<file path="src/rtl/tdm_demux153.sv">
// tdm_demux153: two-lane, four-slot TDM demultiplexer.
// Locks to a frame-start marker, steps a slot index {s1,s0} for the far-end
// mux, gathers one sample per slot per lane and presents each completed frame
// as registered words with a one-cycle frame_valid pulse.
module tdm_demux153 #(
  parameter int unsigned WIDTH = 1
) (
  input  logic             clk,
  input  logic             rst,
  input  logic             e_n,
  input  logic             sync,
  input  logic [WIDTH-1:0] d1,
  input  logic [WIDTH-1:0] d2,
  output logic             s1,
  output logic             s0,
  output logic [WIDTH-1:0] ya0,
  output logic [WIDTH-1:0] ya1,
  output logic [WIDTH-1:0] ya2,
  output logic [WIDTH-1:0] ya3,
  output logic [WIDTH-1:0] yb0,
  output logic [WIDTH-1:0] yb1,
  output logic [WIDTH-1:0] yb2,
  output logic [WIDTH-1:0] yb3,
  output logic             frame_valid,
  output logic             sync_err,
  output logic [7:0]       frame_cnt
);

  typedef enum logic [0:0] {StIdle, StRun} state_e;

  state_e           state_q;
  logic [1:0]       slot_q;
  // Slot 3 never needs a shadow: its sample goes straight to ya3/yb3.
  logic [WIDTH-1:0] sha_q [3];
  logic [WIDTH-1:0] shb_q [3];

  // Slot select is the registered slot index, so there is no input-to-output path.
  assign s1 = slot_q[1];
  assign s0 = slot_q[0];

  // Lock/slot FSM, per-slot capture, frame load and status pulses.
  always_ff @(posedge clk) begin
    if (rst) begin
      state_q     <= StIdle;
      slot_q      <= 2'd0;
      for (int i = 0; i < 3; i++) begin
        sha_q[i] <= '0;
        shb_q[i] <= '0;
      end
      ya0         <= '0;
      ya1         <= '0;
      ya2         <= '0;
      ya3         <= '0;
      yb0         <= '0;
      yb1         <= '0;
      yb2         <= '0;
      yb3         <= '0;
      frame_valid <= 1'b0;
      sync_err    <= 1'b0;
      frame_cnt   <= 8'd0;
    end else begin
      frame_valid <= 1'b0;
      sync_err    <= 1'b0;
      if (!e_n) begin
        unique case (state_q)
          StIdle: begin
            if (sync) begin
              sha_q[0] <= d1;
              shb_q[0] <= d2;
              slot_q   <= 2'd1;
              state_q  <= StRun;
            end
          end
          StRun: begin
            if (sync && (slot_q != 2'd0)) begin
              // Misplaced marker: drop the partial frame and restart at slot 0.
              sync_err <= 1'b1;
              sha_q[0] <= d1;
              shb_q[0] <= d2;
              slot_q   <= 2'd1;
            end else if (slot_q == 2'd3) begin
              ya0         <= sha_q[0];
              ya1         <= sha_q[1];
              ya2         <= sha_q[2];
              ya3         <= d1;
              yb0         <= shb_q[0];
              yb1         <= shb_q[1];
              yb2         <= shb_q[2];
              yb3         <= d2;
              frame_valid <= 1'b1;
              frame_cnt   <= frame_cnt + 8'd1;
              slot_q      <= 2'd0;
            end else begin
              sha_q[slot_q] <= d1;
              shb_q[slot_q] <= d2;
              slot_q        <= slot_q + 2'd1;
            end
          end
          default: state_q <= StIdle;
        endcase
      end
    end
  end

endmodule

</file>
<file path="config.mk">
export PLATFORM = sky130hd
export DESIGN_NAME = tdm_demux153
export DESIGN_NICKNAME = d
export VERILOG_FILES = /design/src/rtl/tdm_demux153.sv
export SDC_FILE = /design/constraint.sdc
export NUM_CORES = 1
export LEC_CHECK = 0
export CORE_MARGIN = 2
export CORE_UTILIZATION = 49
export CTS_BUF_LIST = sky130_fd_sc_hd__clkbuf_16
export DETAILED_ROUTE_END_ITERATION = 16
export GPL_TIMING_DRIVEN = 0
export PLACE_DENSITY = 0.74
export SYNTH_ARGS = -nofsm -noshare
export SYNTH_HDL_FRONTEND = slang
export SYNTH_SLANG_ARGS = --single-unit
</file>
<file path="constraint.sdc">
create_clock -name clk -period 2.8 [get_ports clk]
set_clock_uncertainty 0.1 [all_clocks]
set_input_delay 0.42 -clock clk [delete_from_list [all_inputs] [get_ports clk]]
set_output_delay 0.42 -clock clk [all_outputs]
set_load 0.005 [all_outputs]
</file>
==> flow_summary.yaml <==
run_status:
  outcome: "finished, final reports clean"
logic_synthesis:
  synth.area.mux_share_pct: 0.952
  synthSimpleGateAreaFrac_pct: 28.8
  synth_top_family_by_area: "simple AND/OR/NAND/NOR gates"
  synth_area_sq_um: 1180
  yosys_warnings: 0
  synth_xor_area_share_pct: 4.44
  syn_avg_cell_area_sq_um: 9.17
  seq_area_frac_synth_pct: 50.8
  postSynthCellCount: 129
  synth-seq-cells: 27
  ys_types: 29
  synth_compound_gate_area_share_pct: 8.04
  syn_nets: 138
  synthAdderAreaFrac_pct: 3.17
cells_and_area:
  syn_to_final_growth_pct: 30.1
  nets: 167
  drive_gt1_share_pct: 7.64
  antenna_cells: 0
  seqCellArea_sq_um: 601
  fill_cells: 183
  final_area_sq_um: 1540
  multi_input_area_sq_um: 537
pwr:
  combPwrFrac_pct: 6.2
  peakVddDrop_mv: 0.418
  switching_share_pct: 20.4
  power_density_nw_per_um2: 504
  clkPwrFrac_pct: 40.9
  p_switching_mw: 0.158
  p_int_mw: 0.617
  leakage_nw: 0.547
  fin_total_pwr_mw: 0.775
  power_frac_seq_pct: 52.9
global_route:
  grt_pass1_wl_um: 4400
  grt_max_degree: 16
  antenna_found_initial: 0
  grt-ovfl-total: 0
  grt.total_usage_pct: 21.5
  grt_pass1_vias: 1001
routing:
  vias_per_cell: 5.42
  wire_per_inst_um: 14.0
  vias: 1003
  drt_iter0_markers: 24
  first_pass_iters: 4
  wirelength_um: 2590
  ant_nets: 0
  drt_drc_violations_left: 0
floorplan:
  start_util_pct: 52.4
  ios: 26
  core_area_sq_um: 2250
  die-height_um: 53.1
  die-area_sq_um: 2820
  num_rows: 17
  die_w_um: 53.1
place:
  dp_hpwl_um: 1820
  post_dp_cell_area_sq_um: 1460
  place_congestion: 0.734
  io_buffers: 24
setup_path:
  critical_path_arrival_ns: 2.14
  r2r-end: "sha_q[0]"
  crit_type: "flip-flop to flip-flop"
  reg2reg_depth: 7
  crit_chain: "inv_1 > ha_1 > nor2b_1 > clkbuf_1 > or4_4 > o32ai_2 > or2_2"
  critPathSlowestCell: "or4_4"
  r2r_setup_slack_ns: 0.53
  critPathCaptureType: "flip-flop"
  r2r-start: "slot_q[0]"
  cp_num_buf_inv: 2
  crit_fanout: 9
  crit_family: "simple AND/OR/NAND/NOR gates"
  cp_num_cells: 7
  worst_setup_path_start_kind: "flip-flop"
  required_ns: 2.68
  cp_slowest_stage_delay_ns: 0.46
clock_network:
  insertion_delay_ns: 0.26
  cts_tree: "done"
  cts_resized: 0
  root_buffer: "clkbuf_16"
  ctsHoldBuffers: 0
  cts_buffers: 3
  cts_setup_buffers: 0
  cts_sinks: 27
  cts_max_path_buffers: 2
  h-tree-depth: 1
  path_clk_slew_ns: 0.06
worst_hold_path:
  hold_path.class: "flip-flop to flip-flop"
  whs_path_depth: 2
  min_from: "yb3"
  worstHoldEndpoint: "yb3"
timing:
  finalCritPeriodShare_pct: 81.0
  max_slew_margin_pct: 64.2
  rsz0062_at_grt: "false"
  hold_viol_final: 0
  fmax_ghz: 0.441
  min_period_ns: 2.27
  setup_viol: 0
  tns_ns: 0
  slew_viol_final: 0
  worst_slew_pin_slew_ns: 0.538
job:
  cap_violations: 0
cell families after synthesis:
logic type / Yosys count
mux: 1
simple gates: 67
compound gates: 15
xor+xnor: 6
fa+ha+maj: 3
buf+inv: 10
flops: 27
final cells by class:
cell class / instances / area share (%)
Sequential cell: 27 / 39.1
Multi-Input combinational cell: 92 / 34.9
Timing Repair Buffer: 24 / 15.6
Clock buffer: 3 / 4.88
Buffer: 8 / 2.44
Tap cell: 28 / 2.28
Inverter: 2 / 0.488
Clock inverter: 1 / 0.325
cells in the final DEF (no fill, tap or decap), drive strengths merged:
master	count
a21o	1
a21oi	10
a31o	1
and2	2
and2b	2
and3	3
and4	2
buf	1
clkbuf	10
clkdlybuf4s50	24
clkinv	1
dfxtp	21
edfxtp	6
ha	3
inv	2
mux2	1
nand2	15
nand2b	2
nand3	11
nand4	3
nor2	15
nor2b	2
nor3	4
nor4	4
o21a	1
o21ai	1
o32ai	1
or2	1
or4	1
xnor2	4
xor2	2
how the worst max path moves through the flow:
stage                          from  slack, ns       end
after global routing      slot_q[0]       0.41  shb_q[0]
after detailed placement       sync       0.31  shb_q[0]
after CTS                 slot_q[0]       0.54  sha_q[0]
after global placement          e_n       0.32  sha_q[0]
final                     slot_q[0]       0.53  sha_q[0]
after floorplan           slot_q[0]       0.77  sha_q[0]
through the flow:
| stage | worst slack, ns | hold slack [ns] | cells | utilization [%] |
|---|---|---|---|---|
| after floorplan | 0.767 | 0.353 | 129 | - |
| after global placement | 0.322 | 0.341 | 181 | 64.7 |
| after detailed placement | 0.310 | 0.352 | 181 | 64.7 |
| after CTS | 0.540 | 0.361 | 185 | 68.2 |
| after global routing | 0.408 | 0.390 | 185 | 68.2 |
| final | 0.531 | 0.363 | 185 | 68.2 |
synthesized netlist by cell type, drive strengths merged:
cell type	n	area, sq um
a21o	1	7.51
a21oi	10	50.1
a31o	1	8.76
and2	2	12.5
and2b	2	17.5
and3	3	18.8
and4	2	17.5
buf	1	11.3
clkbuf	7	26.3
dfxtp	21	420
edfxtp	6	180
ha	3	37.5
inv	2	7.51
mux2	1	11.3
nand2	15	56.3
nand2b	2	12.5
nand3	11	55.1
nand4	3	18.8
nor2	15	56.3
nor2b	2	12.5
nor3	4	20.0
nor4	4	25.0
o21a	1	7.51
o21ai	1	5.00
o32ai	1	16.3
or2	1	6.26
or4	1	11.3
xnor2	4	35.0
xor2	2	17.5
worst reg2reg max path, stage by stage, from the launching register on:
cell and delay, ns:
dfxtp_1 0.40, inv_1 0.15, ha_1 0.20, nor2b_1 0.06, clkbuf_1 0.19, or4_4 0.46
o32ai_2 0.25, or2_2 0.18
flip-flops by register name, indices dropped and copies added (netlist names), 2 cells and up:
signal     flops
sha_q          3
frame_cnt      8
slot_q         2
shb_q          3
layer usage:
metal  vias to the layer above  GRT usage [%]  routed length (um)
met5                         -              0                   0
met4                         0           9.83                  42
met3                         4           3.67                  60
met2                        17           37.5                1320
met1                       479           25.6                1160
li1                        503              -                   -
power groups by stage:
| stage | logic [mW] | clock network [mW] | registers, mW |
|---|---|---|---|
| after floorplan | 0.0294 | 0 | 0.418 |
| after global placement | 0.0460 | 0 | 0.418 |
| after detailed placement | 0.0475 | 0 | 0.419 |
| after CTS | 0.0480 | 0.322 | 0.410 |
| after global routing | 0.0536 | 0.341 | 0.410 |
| final | 0.0479 | 0.317 | 0.410 |
No activity file was read; power rests on OpenSTA's default activity.
